## src/rtl/alu_pkg.sv

```systemverilog
// rtl/alu_pkg.sv - shared state and 1-bit ALU operation encodings
// Used by the bit-serial sequencer and anything modelling the ALU slice.
package alu_pkg;

   typedef enum logic [1:0] {
      IDLE = 2'd0,
      RUN  = 2'd1,
      DONE = 2'd2
   } state_t;

   // mode selects arithmetic (1) or logic (0); opsel picks the function
   localparam logic       MODE_ARITH = 1'b1;
   localparam logic       MODE_LOGIC = 1'b0;
   localparam logic [2:0] OPSEL_ADD  = 3'b000;
   localparam logic [2:0] OPSEL_AND  = 3'b000;
   localparam logic [2:0] OPSEL_OR   = 3'b001;
   localparam logic [2:0] OPSEL_XOR  = 3'b010;

endpackage

```

## src/rtl/serial_alu_sequencer.sv

```systemverilog
// rtl/serial_alu_sequencer.sv - bit-serial front end for the 1-bit ALU slice
// Walks a WIDTH-bit operation LSB first through the slice, feeding carry back.
module serial_alu_sequencer
   import alu_pkg::*;
#(
   parameter int WIDTH = 8
) (
   input  logic             clk,
   input  logic             rst_n,
   input  logic             start,
   input  logic [WIDTH-1:0] a,
   input  logic [WIDTH-1:0] b,
   input  logic [2:0]       opsel,
   input  logic             mode,
   input  logic             cin,
   output logic             busy,
   output logic             done,
   output logic [WIDTH-1:0] result,
   output logic             cout,
   output logic             op1,
   output logic             op2,
   output logic             Cin_final,
   output logic [2:0]       alu_opsel,
   output logic             alu_mode,
   input  logic             result_final,
   input  logic             Cout_final
);

   localparam int CW = (WIDTH > 1) ? $clog2(WIDTH) : 1;

   state_t           r_state;
   logic [WIDTH-1:0] r_a;
   logic [WIDTH-1:0] r_b;
   logic [WIDTH-1:0] r_result;
   logic             r_cout;
   logic             r_carry;
   logic [CW-1:0]    r_cnt;
   logic [2:0]       r_opsel;
   logic             r_mode;
   logic             r_busy;
   logic             r_done;

   logic             w_accept;
   logic             w_last;

   assign w_accept = start && ((r_state == IDLE) || (r_state == DONE));
   assign w_last   = (r_cnt == CW'(WIDTH - 1));

   always_ff @(posedge clk or negedge rst_n) begin
      if (!rst_n) begin
         r_state  <= IDLE;
         r_a      <= '0;
         r_b      <= '0;
         r_result <= '0;
         r_cout   <= 1'b0;
         r_carry  <= 1'b0;
         r_cnt    <= '0;
         r_opsel  <= 3'b000;
         r_mode   <= 1'b0;
         r_busy   <= 1'b0;
         r_done   <= 1'b0;
      end else begin
         case (r_state)
            IDLE, DONE: begin
               if (w_accept) begin
                  r_state  <= RUN;
                  r_a      <= a;
                  r_b      <= b;
                  r_opsel  <= opsel;
                  r_mode   <= mode;
                  r_carry  <= cin;
                  r_cnt    <= '0;
                  r_result <= '0;
                  r_cout   <= 1'b0;
                  r_busy   <= 1'b1;
                  r_done   <= 1'b0;
               end else begin
                  r_state <= IDLE;
                  r_busy  <= 1'b0;
                  r_done  <= 1'b0;
               end
            end
            RUN: begin
               // result fills from the MSB so bit 0 lands at the LSB after WIDTH shifts
               r_result <= {result_final, r_result[WIDTH-1:1]};
               r_carry  <= Cout_final;
               r_a      <= {1'b0, r_a[WIDTH-1:1]};
               r_b      <= {1'b0, r_b[WIDTH-1:1]};
               r_cnt    <= r_cnt + CW'(1);
               if (w_last) begin
                  r_state <= DONE;
                  r_cout  <= Cout_final;
                  r_busy  <= 1'b0;
                  r_done  <= 1'b1;
               end
            end
            default: begin
               r_state <= IDLE;
               r_busy  <= 1'b0;
               r_done  <= 1'b0;
            end
         endcase
      end
   end

   assign busy      = r_busy;
   assign done      = r_done;
   assign result    = r_result;
   assign cout      = r_cout;
   // slice inputs are forced quiet whenever no operation is walking
   assign op1       = r_busy & r_a[0];
   assign op2       = r_busy & r_b[0];
   assign Cin_final = r_busy & r_carry;
   assign alu_opsel = r_opsel;
   assign alu_mode  = r_mode;

endmodule

```

## config.mk

```make
export PLATFORM = sky130hd
export DESIGN_NAME = serial_alu_sequencer
export DESIGN_NICKNAME = d
export VERILOG_FILES = /design/src/rtl/alu_pkg.sv /design/src/rtl/serial_alu_sequencer.sv
export SDC_FILE = /design/constraint.sdc
export NUM_CORES = 1
export LEC_CHECK = 0
export BUFFER_PORTS_ARGS = -buffer_cell sky130_fd_sc_hd__buf_4
export CAP_MARGIN = 20
export CORE_AREA = 2 2 69 71
export CTS_CLUSTER_DIAMETER = 200
export CTS_CLUSTER_SIZE = 14
export DETAILED_ROUTE_END_ITERATION = 8
export DIE_AREA = 0 0 71 73
export PLACE_DENSITY = 0.71
export SLEW_MARGIN = 40
export SYNTH_ARGS = -nofsm -noshare
export SYNTH_HDL_FRONTEND = slang
export SYNTH_SLANG_ARGS = --single-unit
```

## constraint.sdc

```tcl
create_clock -name clk -period 1.4 [get_ports clk]
set_input_delay 0.14 -clock clk [delete_from_list [all_inputs] [get_ports clk]]
set_output_delay 0.14 -clock clk [all_outputs]
set_load 0.1 [all_outputs]
```

==> reports/results.tsv, run 1 <==
stage	metric	value	unit
sta	setup_viol	0	
drt	firstDrtPassIters	4	
layout	nets	218	
sta	finalCriticalPeriod	1.37	ns
drt	met1_length	1670	um
critical_path	endpoint_kind	flop	
critical_path	cp.arrival	1.56	ns
die	core	4540	um^2
clock_network	root_buffer	clkbuf_8	
clock_network	post-cts-setup-buffer-count	0	
sta	finClkSkew	0.00687	ns
global_route	grt_max_degree	37	
clock_network	cts_buffer_depth	2	
logic_synthesis	synth_cells	142	
logic_synthesis	synth_area	1770	um^2
drt	routed_wl	3470	um
clock_network	numCtsBuffers	5	
logic_synthesis	syn_nets	170	
clock_network	htreeDepth	2	
die	num_rows	25	
placement	dp_hpwl	2460	um
global_route	grt_pass1_wl	5860	um
placement	finalWeightedCongestion	0.746	
die	die_area	5180	um^2
layout	drive_gt1_share	43.5	%
layout	fin_cells	245	
critical_path	cp_top_family	flip-flops	
logic_synthesis	postSynthAreaPerCell	12.4	um^2
global_route	track_usage	14.6	%
critical_path	critPathKind	reg2reg	
layout	num_antenna_cells	0	
sta	setup_ws	0.0257	ns
placement	dp_slack	-0.0441	ns
sta	max_freq	728	MHz
die	initial_core_util	38.9	%
placement	placedCellCount	236	
die	die_width	71	um
layout	area.growth.synth_to_final	29.6	%
layout	num-fill-cells	417	
sta	maxSlewHeadroom	68.9	%
drt	wl_met2	1520	um
drt	drt_iter0_drc	64	
layout	multi_input_comb_area	786	um^2
clock_network	cts_tree	yes	
critical_path	timing.critical_path.buf_inv	0	
sta	worstMarginPinSlew	0.466	ns
logic_synthesis	seq_area_frac_synth	51.0	%
global_route	antenna_found_initial	0	
drt	ant_nets	0	
drt	drt-wirelength-per-cell	14.2	um
drt	wl_met3	240	um
critical_path	critPathMaxFanout	2	
drt	via_per_inst	5.13	
global_route	grt_pass1_vias	1271	
die	io_pins	44	
critical_path	slowest_delay	0.39	ns
drt	vias	1256	
critical_path	startpoint_type	flop	
sta	fin_hold_ws	0.0682	ns
logic_synthesis	ys_ff_latch	36	
die	die_h	73	um
drt	top_layer	met4	
layout	fin_util	50.5	%
critical_path	crit_path_cell_trace	ha_2, ha_4, nand2b_4, mux2_4, a22o_1	
sta	min_period_over_period	98.2	%
hold_path	min_path_type	in2reg	
drt	route.detailed.drc	0	
critical_path	crit_slowest_cell	dfrtp_1	
clock_network	clk_latency	0.29	ns
sta	drv_slew	0	
global_route	overflow	0	
sta	grt_setup_unrepaired	true	
sta	hold_violations	0	
clock_network	clock-sinks	36	
status	status	complete, no violations	
clock_network	path_clk_slew	0.08	ns
logic_synthesis	synth_cell_types	23	
logic_synthesis	ys.warnings.count	0	
run	max_cap_viol_count	0	
critical_path	required	1.58	ns
placement	port_buffers	43	
layout	ff_latch_area	908	um^2
state kept, by name, indices dropped and copies added (netlist names):
signal and cells:
result 8, busy 1, alu_opsel 3, r_state 1
r_a 8, r_carry 1, alu_mode 1, cout 1
r_cnt 3, r_b 8, done 1
worst register-to-register path: stages (launching register included):
cell,delay [ns]
dfrtp_1,0.39
ha_2,0.19
ha_4,0.17
nand2b_4,0.06
mux2_4,0.29
a22o_1,0.17
area by class of cell:
type                    instances  share of cell area [%]
flip-flops and latches         36                    39.7
multi-input cells              93                    34.3
repair buffers                 53                    18.0
clock buffers                   5                    3.01
well taps                      54                    2.95
clock inverters                 3                    1.86
inverters                       1                   0.164
path summary, 6_finish.rpt:
| check | end | from | cells past startpoint | slack [ns] |
|---|---|---|---|---|
| hold reg to reg | r_b[1] | r_b[1] | 1 | 0.48 |
| setup reg to reg | cout | r_cnt[0] | 5 | 0.03 |
| min in group asynchronous | r_b[6] | rst_n | 2 | 0.35 |
| hold / removal | result[7] | result_final | 2 | 0.07 |
| max in group asynchronous | done | rst_n | 2 | 0.70 |
| setup / recovery | cout | r_cnt[0] | 5 | 0.03 |
per-layer routing:
metal | vias up | GRT usage [%]
met5 | - | 0
met4 | 0 | 5.03
met3 | 4 | 5.52
met2 | 37 | 21.9
met1 | 602 | 19.6
li1 | 613 | -
cells by family after synthesis:
| kind of cell | synth area share [%] |
|---|---|
| AO/OA/AOI/OAI | 18.2 |
| buffers and inverters | 5.53 |
| adder cells (fa/ha/maj) | 1.42 |
| flip-flops | 51.0 |
| AND/OR/NAND/NOR | 9.92 |
| multiplexers | 13.9 |
synthesized netlist by cell type, drive strengths merged:
library cell	count	share of area, %
dfrtp	36	51
a22o	14	6.9
mux2i	14	7.9
a211oi	12	5.1
a21oi	12	3.4
buf	9	4.7
mux2	9	6.0
and2b	7	3.0
nor2b	7	3.3
a21o	4	1.7
and2	4	1.4
clkbuf	3	0.64
ha	2	1.4
nand3	2	0.57
nor2	2	0.85
o21ai	2	0.57
a31o	1	0.50
inv	1	0.21
nand2b	1	0.78
placed cells by master, fill, tap and decap left out, drive strengths merged:
cell	n
a211oi	12
a21o	4
a21oi	12
a22o	14
a31o	1
and2	4
and2b	7
buf	52
bufinv	1
clkbuf	5
clkinv	1
clkinvlp	1
dfrtp	36
dlygate4sd3	1
ha	2
inv	1
mux2	9
mux2i	14
nand2b	1
nand3	2
nor2	2
nor2b	7
o21ai	2
metrics by stage:
step	cell area (um^2)	setup TNS, ns
final	2290	0
after CTS	2280	0
after floorplan	1780	-0.345
after detailed placement	2140	-0.0769
after global placement	2140	-0.0209
after global routing	2290	-0.0278
repair_timing:
item | 4_1_cts | 5_1_grt
hold buffers | 1 | 0
pin swaps | 1 | 0
gates resized for setup | 5 | 1
setup endpoints to repair | 3 | 2
endpoints found under the hold margin | 36 | 0
Power of run 1 is not shown: default switching activity piles up to over one toggle a cycle in this logic, so the estimate is an artifact.
==> inputs of run 2 (changes only) <==
--- a/config.mk
+++ b/config.mk
@@ -5,14 +5,16 @@
 export SDC_FILE = /design/constraint.sdc
 export NUM_CORES = 1
 export LEC_CHECK = 0
+export ABC_AREA = 1
 export BUFFER_PORTS_ARGS = -buffer_cell sky130_fd_sc_hd__buf_4
 export CAP_MARGIN = 20
-export CORE_AREA = 2 2 69 71
+export CORE_AREA = 2 2 70 72
 export CTS_CLUSTER_DIAMETER = 200
 export CTS_CLUSTER_SIZE = 14
 export DETAILED_ROUTE_END_ITERATION = 8
-export DIE_AREA = 0 0 71 73
-export PLACE_DENSITY = 0.71
+export DIE_AREA = 0 0 72 74
+export MAX_ROUTING_LAYER = met4
+export PLACE_DENSITY = 0.7
 export SLEW_MARGIN = 40
 export SYNTH_ARGS = -nofsm -noshare
 export SYNTH_HDL_FRONTEND = slang
==> run 2 against run 1 <==
Against the previous run: cell area down 2.1%; register-to-register slack gained 0.16 ns; critical path depth down 2; wire length is 1.5% higher; critical endpoint is now op1.
==> reports/results.tsv, run 2 <==
stage	metric	value	unit	change
status	status	complete, no violations		
drt	drt-wirelength-per-cell	10.9	um	-23%
logic_synthesis	yosysTopAreaCell	dfrtp_1		
logic_synthesis	postSynthAreaPerCell	8.02	um^2	-35%
global_route	grt_max_degree	37		unchanged
logic_synthesis	synth_top_family_by_area	simple AND/OR/NAND/NOR gates		
logic_synthesis	synth_xor_xnor_area_share	0	%	unchanged
critical_path	critPathKind	reg2out		
sta	finalCriticalPeriod	1.29	ns	-0.0795 ns
clock_network	numCtsBuffers	5		unchanged
critical_path	endpoint_kind	primary output		
logic_synthesis	synth_edf_count	0		unchanged
global_route	antenna_found_initial	0		unchanged
sta	min_period_over_period	92.5	%	-5.7 points
die	core	4600	um^2	+1.4%
clock_network	path_clk_slew	0.07	ns	about the same
clock_network	htreeDepth	2		unchanged
die	die_h	74	um	+1.4%
layout	mostFrequentLayoutCell	nand2_1		
critical_path	required	1.26	ns	-0.32 ns
clock_network	cts_buffer_depth	2		unchanged
placement	port_buffers	43		unchanged
drt	firstDrtPassIters	5		+1
critical_path	startpoint_type	flop		
sta	setup_viol	0		unchanged
clock_network	ctsResizeCount	0		-5
layout	layout_common_cells	89 x nand2_1, 46 x buf_4, 34 x dfrtp_1		
critical_path	cp.arrival	1.15	ns	-0.41 ns
logic_synthesis	synth_cell_types	19		-17%
logic_synthesis	synth_area	1790	um^2	+1.3%
drt	route.detailed.drc	0		unchanged
sta	drv_slew	0		unchanged
global_route	overflow	0		unchanged
die	initial_core_util	38.9	%	about the same
logic_synthesis	synth_fa_ha_area_share	1.40	%	-0.019 points
logic_synthesis	synthSimpleGateAreaFrac	34.1	%	+24 points
die	die_area	5330	um^2	+2.8%
die	io_pins	44		unchanged
logic_synthesis	seq_area_frac_synth	50.3	%	-0.68 points
sta	max_freq	772	MHz	+6.1%
clock_network	cts_tree	yes		
critical_path	crit_path_cell_trace	nand2_1, clkinvlp_4, buf_4		
die	num_rows	25		unchanged
sta	hold_violations	0		unchanged
drt	drt_iter0_drc	132		+110%
drt	routed_wl	3520	um	+1.5%
placement	finalWeightedCongestion	0.750		+0.51%
critical_path	slowest_delay	0.44	ns	+0.05 ns
layout	nets	297		+36%
sta	maxSlewHeadroom	69.3	%	+0.39 points
logic_synthesis	ys.warnings.count	0		unchanged
logic_synthesis	synth.most_common_cell	nand2_1		
global_route	grt_pass1_vias	1397		+9.9%
drt	vias	1462		+16%
clock_network	post-cts-setup-buffer-count	0		unchanged
layout	area.growth.synth_to_final	25.2	%	
sta	worstMarginPinSlew	0.461	ns	-0.00591 ns
logic_synthesis	syn_nets	251		+48%
critical_path	critPathMaxFanout	5		+3
critical_path	crit_slowest_cell	dfrtp_2		
logic_synthesis	ys.flop_type	dfrtp_1		
logic_synthesis	synth_cells	223		+57%
clock_network	clk_latency	0.29	ns	about the same
clock_network	root_buffer	clkbuf_8		
logic_synthesis	ys_ff_latch	36		unchanged
sta	final.setup.tns	0	ns	unchanged
layout	drive_gt1_share	27.0	%	-16 points
global_route	track_usage	15.5	%	+0.85 points
logic_synthesis	synth_compound_area_share	1.12	%	-17 points
sta	finClkSkew	0.00509	ns	-0.00178 ns
die	die_width	72	um	+1.4%
placement	dp_hpwl	2370	um	-3.4%
hold_path	min_path_type	in2reg		
sta	grt_setup_unrepaired	false		
global_route	grt_pass1_wl	6210	um	+6.0%
logic_synthesis	synthTopCellsByArea	dfrtp_1 50%, nand2_1 19%, nand3_1 8.7%		
logic_synthesis	synthMuxAreaShare	0	%	-14 points
run	max_cap_viol_count	0		unchanged
clock_network	clock-sinks	36		unchanged
drt	ant_nets	0		unchanged
drt	via_per_inst	4.51		-12%
logic_synthesis	synth_top_cell_area_share	50.3	%	-0.68 points
logic_synthesis	async_flop_share	100	%	unchanged
layout	num_antenna_cells	0		unchanged
logic_synthesis	synth.top_cells.by_count	89 x nand2_1, 36 x dfrtp_1, 35 x inv_1		
## run 2: cell types whose count changed after synthesis, sizes merged, moves of 3 or more
cell and change:
a211oi -12, a21o -4, a21oi -11, a22o -14, and2 -4, and2b -7, clkbuf -3, inv +37
mux2 -9, mux2i -14, nand2 +102, nand3 +29, nor2b -7
## run 2: cell type report
class / count / area (um^2)
Tap cell: 54 / 67.6
Fill cell: 465 / 2360
Sequential cell: 36 / 906
Multi-Input combinational cell: 141 / 656
Timing Repair Buffer: 47 / 355
Inverter: 38 / 166
Clock buffer: 8 / 90.1
## run 2: logic make-up after synthesis
| group | Yosys count |
|---|---|
| compound gates | 4 |
| flops | 36 |
| buf+inv | 46 |
| simple gates | 135 |
| fa+ha+maj | 2 |
## run 2: final timing paths
path / startpoint / end / slack [ns] / depth (start not counted)
setup / recovery: busy / op1 / 0.11 / 3
hold / removal: opsel[0] / alu_opsel[0] / 0.04 / 3
setup reg to reg: r_cnt[0] / cout / 0.19 / 6
hold reg to reg: r_a[5] / r_a[5] / 0.48 / 2
max in group asynchronous: rst_n / done / 0.69 / 2
min in group asynchronous: rst_n / r_b[0] / 0.34 / 2
## run 2: worst max-delay path: cells and delay by family (launching register included)
family,cells,cell delay [ns]
buffers and inverters,2,0.29
and+or+nand+nor,1,0.12
DFF,1,0.44
## run 2: metal layers
metal	share of wire [%]	track usage [%]	vias up
li1	-	-	755
met1	47	19.4	654
met2	44	24.1	47
met3	6.7	4.74	6
met4	1.5	5.03	0
met5	0	-	-
## run 2: what timing repair did
item	in CTS	in global routing
hold buffers	1	0
endpoints found under the hold margin	36	0
setup endpoints to repair	0	0
## run 2: stage by stage
step                      hold WS [ns]  instance area [um^2]  utilization, %  setup slack [ns]  instances
after floorplan                 -0.156                  1810               -            0.0375        223
after global placement           0.125                  2140            46.6             0.201        315
after detailed placement         0.129                  2140            46.6             0.206        315
after CTS                       0.0332                  2240            48.7            0.0923        324
after global routing            0.0527                  2240            48.7            0.0416        324
final                           0.0364                  2240            48.7             0.105        324
Power of run 2 is left out for the same reason.
==> inputs of run 3 (changes only) <==
--- a/config.mk
+++ b/config.mk
@@ -5,16 +5,15 @@
 export SDC_FILE = /design/constraint.sdc
 export NUM_CORES = 1
 export LEC_CHECK = 0
-export ABC_AREA = 1
 export BUFFER_PORTS_ARGS = -buffer_cell sky130_fd_sc_hd__buf_4
 export CAP_MARGIN = 20
-export CORE_AREA = 2 2 70 72
+export CORE_AREA = 2 2 69 71
 export CTS_CLUSTER_DIAMETER = 200
 export CTS_CLUSTER_SIZE = 14
 export DETAILED_ROUTE_END_ITERATION = 8
-export DIE_AREA = 0 0 72 74
+export DIE_AREA = 0 0 71 73
 export MAX_ROUTING_LAYER = met4
-export PLACE_DENSITY = 0.7
+export PLACE_DENSITY = 0.71
 export SLEW_MARGIN = 40
 export SYNTH_ARGS = -nofsm -noshare
 export SYNTH_HDL_FRONTEND = slang
==> run 3 against run 2 <==
Against the previous run: critical path depth rose by 2; maximum frequency fell by 5.9%; critical path type is now reg2reg; cell area rose by 2.1%; non-clock buffer count rose by 6; sequential share of layout area fell by 0.73 points; hold slack improved by 0.032 ns; critical endpoint is now cout; global-route usage fell by 0.41 points; worst setup slack got worse by 0.081 ns; die area fell by 2.7%; cell count fell by 24%; first-iteration DRC count fell by 48%; flip-flop and latch count did not move.
==> reports/results.tsv, run 3 (synthesis results as in run 1) <==
stage	metric	value	unit	change
clock_network	path_clk_slew	0.08	ns	about the same
sta	hold_violations	0		unchanged
sta	finalCriticalPeriod	1.38	ns	+0.0806 ns
placement	finalWeightedCongestion	0.755		+0.75%
sta	grt_setup_unrepaired	true		
drt	routed_wl	3470	um	-1.6%
sta	finClkSkew	0.00687	ns	+0.00178 ns
critical_path	required	1.58	ns	+0.32 ns
die	die_area	5180	um^2	-2.7%
global_route	antenna_found_initial	0		unchanged
layout	mostFrequentLayoutCell	buf_4		
layout	nets	218		-27%
clock_network	clock-sinks	36		unchanged
global_route	overflow	0		unchanged
drt	drt_iter0_drc	68		-48%
drt	ant_nets	0		unchanged
critical_path	startpoint_type	flop		
die	initial_core_util	38.9	%	about the same
sta	drv_slew	0		unchanged
global_route	grt_pass1_vias	1270		-9.1%
drt	firstDrtPassIters	4		-1
critical_path	r2r_setup_slack	0.02	ns	-0.17 ns
drt	drt-wirelength-per-cell	14.2	um	+30%
sta	setup_viol	0		unchanged
placement	dp_hpwl	2460	um	+3.5%
critical_path	critPathKind	reg2reg		
hold_path	min_path_type	in2reg		
die	num_rows	25		unchanged
sta	min_period_over_period	98.2	%	+5.8 points
critical_path	endpoint_kind	flop		
die	die_h	73	um	-1.4%
global_route	grt_max_degree	37		unchanged
drt	vias	1259		-14%
clock_network	root_buffer	clkbuf_8		
die	core	4540	um^2	-1.4%
sta	worstMarginPinSlew	0.466	ns	+0.00591 ns
sta	setup_ws	0.0246	ns	-0.0806 ns
global_route	grt_pass1_wl	5860	um	-5.7%
hold_path	worstHoldStart	result_final		
layout	num_antenna_cells	0		unchanged
clock_network	cts_buffer_depth	2		unchanged
clock_network	htreeDepth	2		unchanged
die	io_pins	44		unchanged
drt	via_per_inst	5.14		+14%
sta	max_freq	727	MHz	-5.9%
layout	drive_gt1_share	43.5	%	+16 points
layout	layout_common_cells	50 x buf_4, 32 x dfrtp_1, 14 x a22o_1, 14 x mux2i_1		
die	die_width	71	um	-1.4%
clock_network	cts_tree	yes		
critical_path	cp.arrival	1.56	ns	+0.41 ns
critical_path	startpoint	r_cnt[0]		
placement	port_buffers	43		unchanged
clock_network	numCtsBuffers	5		unchanged
sta	maxSlewHeadroom	68.9	%	-0.39 points
clock_network	post-cts-setup-buffer-count	0		unchanged
status	status	complete, no violations		
placement	dp_slack	-0.0441	ns	-0.250 ns
clock_network	clk_latency	0.29	ns	about the same
global_route	track_usage	15.1	%	-0.41 points
run	max_cap_viol_count	0		unchanged
drt	route.detailed.drc	0		unchanged
layout	area.growth.synth_to_final	29.6	%	
critical_path	critPathMaxFanout	2		-3
critical_path	timing.rr.start	r_cnt[0]		
-- run 3: worst paths after layout --
path,end,cells after the start
worst max-delay path,cout,5
max in group asynchronous,done,2
worst min register to register,r_b[1],1
worst max register to register,cout,5
min in group asynchronous,r_b[6],2
worst min-delay path,result[7],2
-- run 3: cell type report --
| type | instances | area (um^2) |
|---|---|---|
| fill | 417 | 2250 |
| sequential | 36 | 908 |
| multi-input combinational | 93 | 786 |
| timing repair buffer | 53 | 412 |
| clock buffer | 5 | 68.8 |
| tap | 54 | 67.6 |
| clock inverter | 3 | 42.5 |
| inverter | 1 | 3.75 |
-- run 3: critical path, stage by stage, from the launching register on --
cell and delay (ns):
dfrtp_1 0.39, ha_2 0.19, ha_4 0.17, nand2b_4 0.06, mux2_4 0.29, a22o_1 0.17
-- run 3: repair_timing --
| item | in CTS | in global routing |
|---|---|---|
| hold buffers | 1 | 0 |
| endpoints found under the setup margin | 3 | 2 |
| gates resized for setup | 5 | 1 |
| hold endpoints to repair | 36 | 0 |
| pin swaps | 1 | 0 |
-- run 3: through the flow --
step | instance area (um^2) | std cells | TNS (ns) | hold slack (ns) | utilization [%]
global placement | 2140 | 236 | -0.0209 | 0.125 | 47.2
global route | 2290 | 245 | -0.0278 | 0.0575 | 50.5
CTS | 2280 | 245 | 0 | 0.0565 | 50.2
floorplan | 1780 | 142 | -0.345 | -0.156 | -
finish | 2290 | 245 | 0 | 0.0682 | 50.5
detailed placement | 2140 | 236 | -0.0769 | 0.128 | 47.2
-- run 3: metal layers --
layer  up-vias  GRT usage [%]  routed length (um)
met2        39           21.9                1520
met4         0           5.03                  45
met5         -              -                   0
met3         4           5.25                 227
li1        613              -                   -
met1       603           19.8                1670
Power of run 3 is left out for the same reason.
